### src/rtl/vm_pkg.sv
// Shared definitions for the change dispenser: coin denominations, state encoding
// and the code-to-value lookup.
package vm_pkg;

    localparam int NUM_DENOM = 5;

    typedef enum logic [2:0] {
        COIN_1  = 3'd0,
        COIN_5  = 3'd1,
        COIN_10 = 3'd2,
        COIN_20 = 3'd3,
        COIN_50 = 3'd4
    } coin_e;

    typedef enum logic [1:0] {
        ST_IDLE   = 2'd0,
        ST_SELECT = 2'd1,
        ST_ISSUE  = 2'd2,
        ST_DONE   = 2'd3
    } state_e;

    function automatic logic [5:0] denom_value(input logic [2:0] code);
        case (code)
            COIN_1:  denom_value = 6'd1;
            COIN_5:  denom_value = 6'd5;
            COIN_10: denom_value = 6'd10;
            COIN_20: denom_value = 6'd20;
            COIN_50: denom_value = 6'd50;
            default: denom_value = 6'd0;
        endcase
    endfunction

endpackage

### src/rtl/coin_select.sv
// Combinational greedy picker: largest denomination that fits the remaining
// amount and still has stock.
module coin_select
    import vm_pkg::*;
#(
    parameter int AMT_W = 6
) (
    input  logic [AMT_W-1:0]     remaining_i,
    input  logic [NUM_DENOM-1:0] avail_i,
    output logic                 found_o,
    output logic [2:0]           code_o,
    output logic [AMT_W-1:0]     value_o
);

    // Ascending scan, so the last qualifying denomination (the largest) wins.
    always_comb begin
        found_o = 1'b0;
        code_o  = 3'd0;
        value_o = '0;
        for (int i = 0; i < NUM_DENOM; i++) begin
            if (avail_i[i] && (int'(denom_value(3'(i))) <= int'(remaining_i))) begin
                found_o = 1'b1;
                code_o  = 3'(i);
                value_o = AMT_W'(denom_value(3'(i)));
            end
        end
    end

endmodule

### src/rtl/change_dispenser.sv
// Pays a change amount out as single coins over a valid/ready handshake, tracking
// per-denomination inventory. Optional stall abort: define DISPENSE_TIMEOUT_EN.
module change_dispenser
    import vm_pkg::*;
#(
    parameter int AMT_W       = 6,
    parameter int INV_W       = 4,
    parameter int INIT_COUNT  = 15,
    parameter int TIMEOUT_CYC = 255
) (
    input  logic             clk,
    input  logic             reset,
    input  logic             req_valid,
    input  logic [AMT_W-1:0] req_amount,
    output logic             req_ready,
    input  logic             refill,
    output logic             coin_valid,
    output logic [2:0]       coin_type,
    input  logic             coin_ready,
    output logic             busy,
    output logic             done,
    output logic [AMT_W-1:0] shortfall,
    output logic             timeout
);

    if (INIT_COUNT < 0 || INIT_COUNT >= (1 << INV_W) || TIMEOUT_CYC < 1) begin : g_bad_params
        $error("change_dispenser: INIT_COUNT must fit INV_W and TIMEOUT_CYC must be positive");
    end

    localparam logic [INV_W-1:0] INIT_INV = INV_W'(INIT_COUNT);

    state_e               state_q, state_d;
    logic [AMT_W-1:0]     remain_q, remain_d;
    logic [INV_W-1:0]     inv_q [NUM_DENOM];
    logic [INV_W-1:0]     inv_d [NUM_DENOM];
    logic                 coin_valid_q, coin_valid_d;
    logic [2:0]           coin_type_q, coin_type_d;
    logic [AMT_W-1:0]     coin_val_q, coin_val_d;
    logic                 done_q, done_d;
    logic [AMT_W-1:0]     short_q, short_d;

    logic [NUM_DENOM-1:0] avail;
    logic                 sel_found;
    logic [2:0]           sel_code;
    logic [AMT_W-1:0]     sel_value;

`ifdef DISPENSE_TIMEOUT_EN
    localparam int TMO_W = $clog2(TIMEOUT_CYC + 1);
    logic [TMO_W-1:0]     stall_q, stall_d;
    logic                 abort_q, abort_d;
    logic                 timeout_q, timeout_d;
`endif

    always_comb begin
        for (int i = 0; i < NUM_DENOM; i++) avail[i] = (inv_q[i] != '0);
    end

    coin_select #(.AMT_W(AMT_W)) u_coin_select (
        .remaining_i (remain_q),
        .avail_i     (avail),
        .found_o     (sel_found),
        .code_o      (sel_code),
        .value_o     (sel_value)
    );

    always_comb begin
        state_d      = state_q;
        remain_d     = remain_q;
        inv_d        = inv_q;
        coin_valid_d = coin_valid_q;
        coin_type_d  = coin_type_q;
        coin_val_d   = coin_val_q;
        done_d       = 1'b0;
        short_d      = short_q;
`ifdef DISPENSE_TIMEOUT_EN
        stall_d      = stall_q;
        abort_d      = abort_q;
        timeout_d    = 1'b0;
`endif
        case (state_q)
            ST_IDLE: begin
                if (refill) begin
                    for (int i = 0; i < NUM_DENOM; i++) inv_d[i] = INIT_INV;
                end else if (req_valid) begin
                    remain_d = req_amount;
                    state_d  = (req_amount == '0) ? ST_DONE : ST_SELECT;
                end
            end
            ST_SELECT: begin
                if (sel_found) begin
                    coin_valid_d = 1'b1;
                    coin_type_d  = sel_code;
                    coin_val_d   = sel_value;
                    state_d      = ST_ISSUE;
`ifdef DISPENSE_TIMEOUT_EN
                    stall_d      = '0;
`endif
                end else begin
                    state_d = ST_DONE;
                end
            end
            ST_ISSUE: begin
                if (coin_ready) begin
                    remain_d = remain_q - coin_val_q;
                    for (int i = 0; i < NUM_DENOM; i++) begin
                        if (coin_type_q == 3'(i)) inv_d[i] = inv_q[i] - 1'b1;
                    end
                    coin_valid_d = 1'b0;
                    state_d      = (remain_q == coin_val_q) ? ST_DONE : ST_SELECT;
                end
`ifdef DISPENSE_TIMEOUT_EN
                // The unaccepted coin stays in inventory and in the remainder.
                else if (stall_q == TMO_W'(TIMEOUT_CYC - 1)) begin
                    coin_valid_d = 1'b0;
                    abort_d      = 1'b1;
                    state_d      = ST_DONE;
                end else begin
                    stall_d = stall_q + 1'b1;
                end
`endif
            end
            ST_DONE: begin
                done_d  = 1'b1;
                short_d = remain_q;
                state_d = ST_IDLE;
`ifdef DISPENSE_TIMEOUT_EN
                timeout_d = abort_q;
                abort_d   = 1'b0;
`endif
            end
            default: state_d = ST_IDLE;
        endcase
    end

    always_ff @(posedge clk) begin
        if (!reset) begin
            state_q      <= ST_IDLE;
            remain_q     <= '0;
            for (int i = 0; i < NUM_DENOM; i++) inv_q[i] <= INIT_INV;
            coin_valid_q <= 1'b0;
            coin_type_q  <= 3'd0;
            coin_val_q   <= '0;
            done_q       <= 1'b0;
            short_q      <= '0;
`ifdef DISPENSE_TIMEOUT_EN
            stall_q      <= '0;
            abort_q      <= 1'b0;
            timeout_q    <= 1'b0;
`endif
        end else begin
            state_q      <= state_d;
            remain_q     <= remain_d;
            inv_q        <= inv_d;
            coin_valid_q <= coin_valid_d;
            coin_type_q  <= coin_type_d;
            coin_val_q   <= coin_val_d;
            done_q       <= done_d;
            short_q      <= short_d;
`ifdef DISPENSE_TIMEOUT_EN
            stall_q      <= stall_d;
            abort_q      <= abort_d;
            timeout_q    <= timeout_d;
`endif
        end
    end

    assign req_ready  = (state_q == ST_IDLE) && !refill;
    assign busy       = (state_q != ST_IDLE);
    assign coin_valid = coin_valid_q;
    assign coin_type  = coin_type_q;
    assign done       = done_q;
    assign shortfall  = short_q;
`ifdef DISPENSE_TIMEOUT_EN
    assign timeout    = timeout_q;
`else
    assign timeout    = 1'b0;
`endif

endmodule

### config.mk
export PLATFORM = sky130hd
export DESIGN_NAME = change_dispenser
export DESIGN_NICKNAME = d
export VERILOG_FILES = /design/src/rtl/vm_pkg.sv /design/src/rtl/coin_select.sv /design/src/rtl/change_dispenser.sv
export SDC_FILE = /design/constraint.sdc
export NUM_CORES = 1
export LEC_CHECK = 0
export BUFFER_PORTS_ARGS = -buffer_cell sky130_fd_sc_hd__buf_2
export CAP_MARGIN = 20
export CORE_MARGIN = 8
export CORE_UTILIZATION = 60
export CTS_BUF_LIST = sky130_fd_sc_hd__clkbuf_2 sky130_fd_sc_hd__clkbuf_4 sky130_fd_sc_hd__clkbuf_8
export CTS_CLUSTER_DIAMETER = 30
export DETAILED_ROUTE_END_ITERATION = 6
export GPL_TIMING_DRIVEN = 0
export PLACE_DENSITY = 0.85
export SETUP_SLACK_MARGIN = 0.3
export SLEW_MARGIN = 0
export SYNTH_ARGS = -nofsm -noshare
export SYNTH_HDL_FRONTEND = slang
export SYNTH_SLANG_ARGS = --single-unit
### constraint.sdc
create_clock -name clk -period 4.3 [get_ports clk]
set_input_delay 0 -clock clk [delete_from_list [all_inputs] [get_ports clk]]
set_output_delay 0 -clock clk [all_outputs]
set_load 0.01 [all_outputs]
# Yosys cells after proc, flatten, opt, wreduce, memory -nomap -nowiden
# Index checks and enable logic that the tools add are counted.
totals:
  in_bits: 11
  regBits: 45
  mem_bits_rw: 0
  latch_bits: 0
  romBits: 0
  memories: 0
  out_inout_bits: 14
classes:
  shift: 0
  eq_ne: 18
  div: 0
  bitwise_logic: 0
  n_mux: 37
  order_cmp: 5
  add_sub_neg: 6
  multipliers: 0
  reduce_logical: 27
ops:
  columns: ["op", "count"]
  rows:
  - ["$mux W20", 2]
  - ["$pmux W20 S2", 1]
  - ["$mux W4", 6]
  - ["$mux W6", 4]
  - ["$reduce_and A4 Y1", 6]
  - ["$ne A2 B2 Y1 const B", 10]
  - ["$reduce_bool A4 Y1", 5]
  - ["$sub A4 B1 Y4 const B", 5]
  - ["$mux W2", 7]
  - ["$pmux W6 S2", 1]
  - ["$mux W1", 11]
  - ["$pmux W2 S4", 1]
  - ["$eq A3 B2 Y1 const B", 2]
  - ["$eq A6 B6 Y1", 1]
  - ["$le A1 B6 Y1 const A", 1]
  - ["$le A3 B6 Y1 const A", 1]
  - ["$le A4 B6 Y1 const A", 1]
  - ["$le A5 B6 Y1 const A", 1]
  - ["$le A6 B6 Y1 const A", 1]
  - ["$logic_and A1 B1 Y1", 6]
  - ["$logic_not A6 Y1", 1]
  - ["$mux W3", 2]
  - ["$reduce_and A3 Y1", 2]
  - ["$reduce_bool A2 Y1", 3]
  - ["11 further kinds", 12]

# Logic depth before layout (Yosys ltp)
logic_depth:
  word_depth: 9
  depth_mapped: 8
  ltp_nobuf: 8

# Cells and area by module
# Synthesis repeated with hierarchy kept, for this count alone.
hier_totals:
  cells_unflattened: 304
  hier_area_um2: 2548.7
by_module_without_submodules:
  columns: ["mod", "n_inst", "seq_area_each_um2", "cells_per_inst", "area_per_inst_um2"]
  rows:
  - ["change_dispenser", 1, 900.9, 279, 2376.0]
  - ["coin_select", 1, 0.0, 25, 172.7]

# Worst setup path after synthesis
# No wires, ideal clock.
synth_timing:
  path_type: "register -> register"
  startpoint: "register inv_q[16] (netlist name)"
  endpoint: "register coin_valid_q, in the netlist coin_valid"
  arrival_ns: 1.646
  required_ns: 4.185
  path_stages_with_launch: 8
  setup_time_ns: 0.115
  slack_ns: 2.539
  cell_sequence: "dfxtp_1 -> inv_1 -> ha_1 -> or3b_1 -> maj3_2 -> o21ai_4 -> a21oi_2 -> o21a_1"
synth_via:
  elab_chain_len: 9
synth_lines:
  columns: ["element", "line_no", "rtl"]
  rows:
  - ["start, declared", "change_dispenser.sv:34", "logic [INV_W-1:0] inv_q [NUM_DENOM];"]
  - ["start signal, assigned", "change_dispenser.sv:153", "inv_q <= inv_d;"]
  - ["$reduce_bool A4 Y1", "change_dispenser.sv:55", "for (int i = 0; i < NUM_DENOM; i++) avail[i] = (inv_q[i] != '0);"]
  - ["$logic_and A1 B1 Y1", "coin_select.sv:21", "if (avail_i[i] && (int'(denom_value(3'(i))) <= int'(remaining_i))) begin"]
  - ["$mux W1 (5 in a row)", "coin_select.sv:21", null]
  - ["$ne A2 B2 Y1 (no line)", null, null]
  - ["$reduce_and A3 Y1 (no line)", null, null]
  - ["end signal, assigned", "change_dispenser.sv:154", "coin_valid_q <= coin_valid_d;"]
  - ["end, declared", "change_dispenser.sv:36", "logic coin_valid_q, coin_valid_d;"]
# No other way between the ends.
# A chain may end at the register's enable or synchronous reset.

# Worst setup path after layout
layout_timing:
  startpoint: "register remain_q[1]"
  endpoint: "register remain_q[4]"
layout_via:
  elab_chain_len: 3
layout_lines:
  columns: ["element", "line_no", "rtl"]
  rows:
  - ["start, declared", "change_dispenser.sv:33", "logic [AMT_W-1:0] remain_q, remain_d;"]
  - ["start signal, assigned", "change_dispenser.sv:152", "remain_q <= remain_d;"]
  - ["$sub A6 B6 Y6", "change_dispenser.sv:104", "remain_d = remain_q - coin_val_q;"]
  - ["$mux W6", "change_dispenser.sv:103", "if (coin_ready) begin"]
  - ["$pmux W6 S2", "change_dispenser.sv:80", "case (state_q)"]
# No other way between the ends. The select of a mux whose other input is x is not followed.

==> flow_metrics.py <==
metrics = {
    "timing": {
        "slew_violations": 0,
        "hold_viol": 0,
        "setup_viol": 0,
        "skew_ns": 0.00964,
        "fin_crit_ns": 2.07,
        "tightest_slew_ns": 0.548,
        "fin_setup_tns_ns": 0,
        "max_freq_mhz": 483,
        "rsz0062_at_grt": "false",
        "relSlewSlack": 0.635,
        "period_share": 0.481,
    },
    "logic_synthesis": {
        "synth_area_sq_um": 2460,
        "synth-edff-count": 0,
        "syn_nets": 330,
        "syn-mean-instance-area_sq_um": 8.07,
        "postSynthCellCount": 305,
        "ys_ff_latch": 43,
        "async_flop_share": 0,
        "synth_warnings": 0,
        "seq_area_frac_synth": 0.350,
        "synth_top_flop_cell": "dfxtp_1",
        "yosysUniqueCellTypes": 59,
    },
    "layout": {
        "most-common-layout-cells": "dfxtp_1, nor2_1, nand2_1, buf_2, a21oi_1",
        "finalNonFillerCells": 387,
        "diodes": 0,
        "multiInputGateArea_sq_um": 1440,
        "fillers": 313,
        "layout_commonest_cell": "dfxtp_1",
        "area_growth_pct": 12.4,
        "drive_above_1_share": 0.166,
        "seq_area_sq_um": 861,
        "fin_nets": 361,
    },
    "cts": {
        "cts_tree": "built",
        "clkLatencyLatePin_ns": 0.30,
        "clock-root-buffer": "clkbuf_8",
        "cts_setup_buffers": 0,
        "cts_buffers": 5,
        "clk_pin_slew_ns": 0.09,
        "htree_num_levels": 2,
        "clockBufferDepth": 2,
        "clkSinkCount": 43,
    },
    "setup_path": {
        "max_stage_delay_ns": 0.53,
        "critPathSlowestCell": "dfxtp_1",
        "crit_arrival_ns": 2.28,
        "cp_num_buf_inv": 1,
        "worst-path-max-fanout": 7,
        "r2r_end": "remain_q[4]",
        "cpLargestDelayFamily": "flip-flops",
        "cpMostUsedCell": "nor3_1",
        "end_kind": "flip-flop",
        "path_class": "flip-flop to flip-flop",
        "start_kind": "flip-flop",
        "r2r_cells": 7,
        "regToRegSetupSlack_ns": 2.23,
        "crit_required_ns": 4.51,
        "worstPathCellList": "inv_1 > fa_1 > nor2b_1 > o21a_1 > nor3_1 > o311a_1 > nor3_1",
        "r2r_start": "remain_q[1]",
    },
    "min_path": {
        "holdPathStages": 3,
        "hold_end": "remain_q[2]",
        "hold_class": "input port to flip-flop",
        "worstHoldStart": "req_amount[2]",
    },
    "route": {
        "wl_per_cell_microns": 15.6,
        "vias": 2330,
        "ant_nets": 0,
        "drtIter0Drc": 173,
        "drtPass1Iterations": 6,
        "routed_wl_mm": 6.04,
        "vias_per_cell": 6.02,
        "drc": 0,
    },
    "place": {
        "place_hpwl_mm": 4.31,
        "dp.cells": 378,
        "portBuffers": 23,
        "place.gp.congestion": 0.904,
    },
    "grt": {
        "antenna_found_initial": 0,
        "grt_max_degree": 14,
        "grt_pass1_wl_mm": 10.2,
        "grt_overflow": 0,
        "grt_usage": 0.198,
        "grt_pass1_vias": 2285,
    },
    "status": {
        "outcome": "finished clean",
    },
    "power_and_ir_drop": {
        "power_density_nw_per_um2": 401,
        "leakage_nw": 1.26,
        "vdd_drop_max_mv": 0.248,
    },
    "die": {
        "dieArea_sq_um": 6400,
        "core_sq_um": 3970,
        "die-width_microns": 80.0,
        "die_y_microns": 80.0,
        "num_io_pins": 25,
        "fp-row-count": 23,
        "start_util": 0.619,
    },
    "job": {
        "maxCapViolations": 0,
    },
}
per-layer routing:
layer / global-route usage / wire, microns / vias to the layer above
met5: 0 / 0 / -
met4: 0.0927 / 149 / 0
met3: 0.0360 / 378 / 19
met2: 0.323 / 2840 / 90
met1: 0.244 / 2670 / 1090
li1: - / - / 1131
per-stage QoR:
stage / setup slack [ns] / cell area (sq um) / power, mW / hold WS, ns / util
after floorplan: 2.54 / 2460 / 0.696 / 0.0475 / -
after CTS: 2.24 / 2770 / 1.10 / 0.0137 / 0.696
after global placement: 2.38 / 2640 / 0.762 / 0.285 / 0.664
after detailed placement: 2.27 / 2640 / 0.774 / 0.284 / 0.664
after global routing: 2.10 / 2770 / 1.16 / 0.0199 / 0.696
final: 2.23 / 2770 / 1.11 / 0.0120 / 0.696
report_power, final:
group          switching [mW]  internal, mW
combinational           0.195         0.129
sequential             0.0312         0.423
clock                   0.143         0.188
worst max-delay path by stage:
stage	start	to	slack, ns	cells after the start
finish	remain_q[1]	remain_q[4]	2.23	7
global route	coin_type[0]	remain_q[5]	2.10	7
CTS	remain_q[1]	remain_q[4]	2.24	7
detailed placement	remain_q[1]	remain_q[4]	2.27	7
global placement	coin_type[0]	remain_q[5]	2.38	7
floorplan	inv_q[16]	coin_valid	2.54	7
synth_stat cells (2+ instances only):
cell	count	area (sq um)
or3_1	3	18.8
nor3b_1	3	22.5
xnor2_1	5	43.8
ha_1	13	163
a31oi_1	6	37.5
nor2b_1	6	37.5
nand2b_1	3	18.8
mux2i_1	2	20.0
inv_1	20	75.1
buf_2	3	15.0
buf_4	4	30.0
nor3_2	5	50.1
o21ai_0	20	100
clkbuf_1	7	26.3
o21a_1	4	30.0
a211oi_2	2	25.0
a21oi_2	3	26.3
dfxtp_1	43	861
a211oi_1	3	22.5
nor2_1	28	105
or3b_1	2	17.5
nand3_1	11	55.1
nand2_1	28	105
a21oi_1	26	130
nor3_1	9	45.0
and3_1	13	81.3
cell type report:
type | instances | area share
Sequential cell | 43 | 0.311
Clock inverter | 2 | 0.0127
Inverter | 21 | 0.0285
Buffer | 15 | 0.0299
Tap cell | 50 | 0.0226
Timing Repair Buffer | 24 | 0.0452
Multi-Input combinational cell | 226 | 0.520
Clock buffer | 6 | 0.0299
what timing repair did:
item                                   CTS  global route
gates resized for setup                  0             0
hold buffers                             1             0
endpoints found under the hold margin    1             0
cell families after synthesis:
logic type,after synthesis,share of synthesized area
compound gates,83,0.222
xor+xnor,6,0.0214
fa+ha+maj,15,0.0788
buf+inv,36,0.0656
flops,43,0.350
mux,3,0.0137
other cells,1,0.00152
simple gates,118,0.247
flip-flops by register name, summed over array words and instances, names as in the netlist:
signal and flops:
shortfall 6, inv_q 20, state_q 2, remain_q 6, done 1, coin_valid 1, coin_type 3, coin_val_q 4
worst reg2reg max path, delay by kind of cell, from the launching register on:
kind / cells / cell delay [ns]
AND/OR/NAND/NOR: 3 / 0.40
flip-flops: 1 / 0.53
AO/OA/AOI/OAI: 2 / 0.48
adder cells (fa/ha/maj): 1 / 0.44
buffers and inverters: 1 / 0.11
No activity file was read; power rests on OpenSTA's default activity.
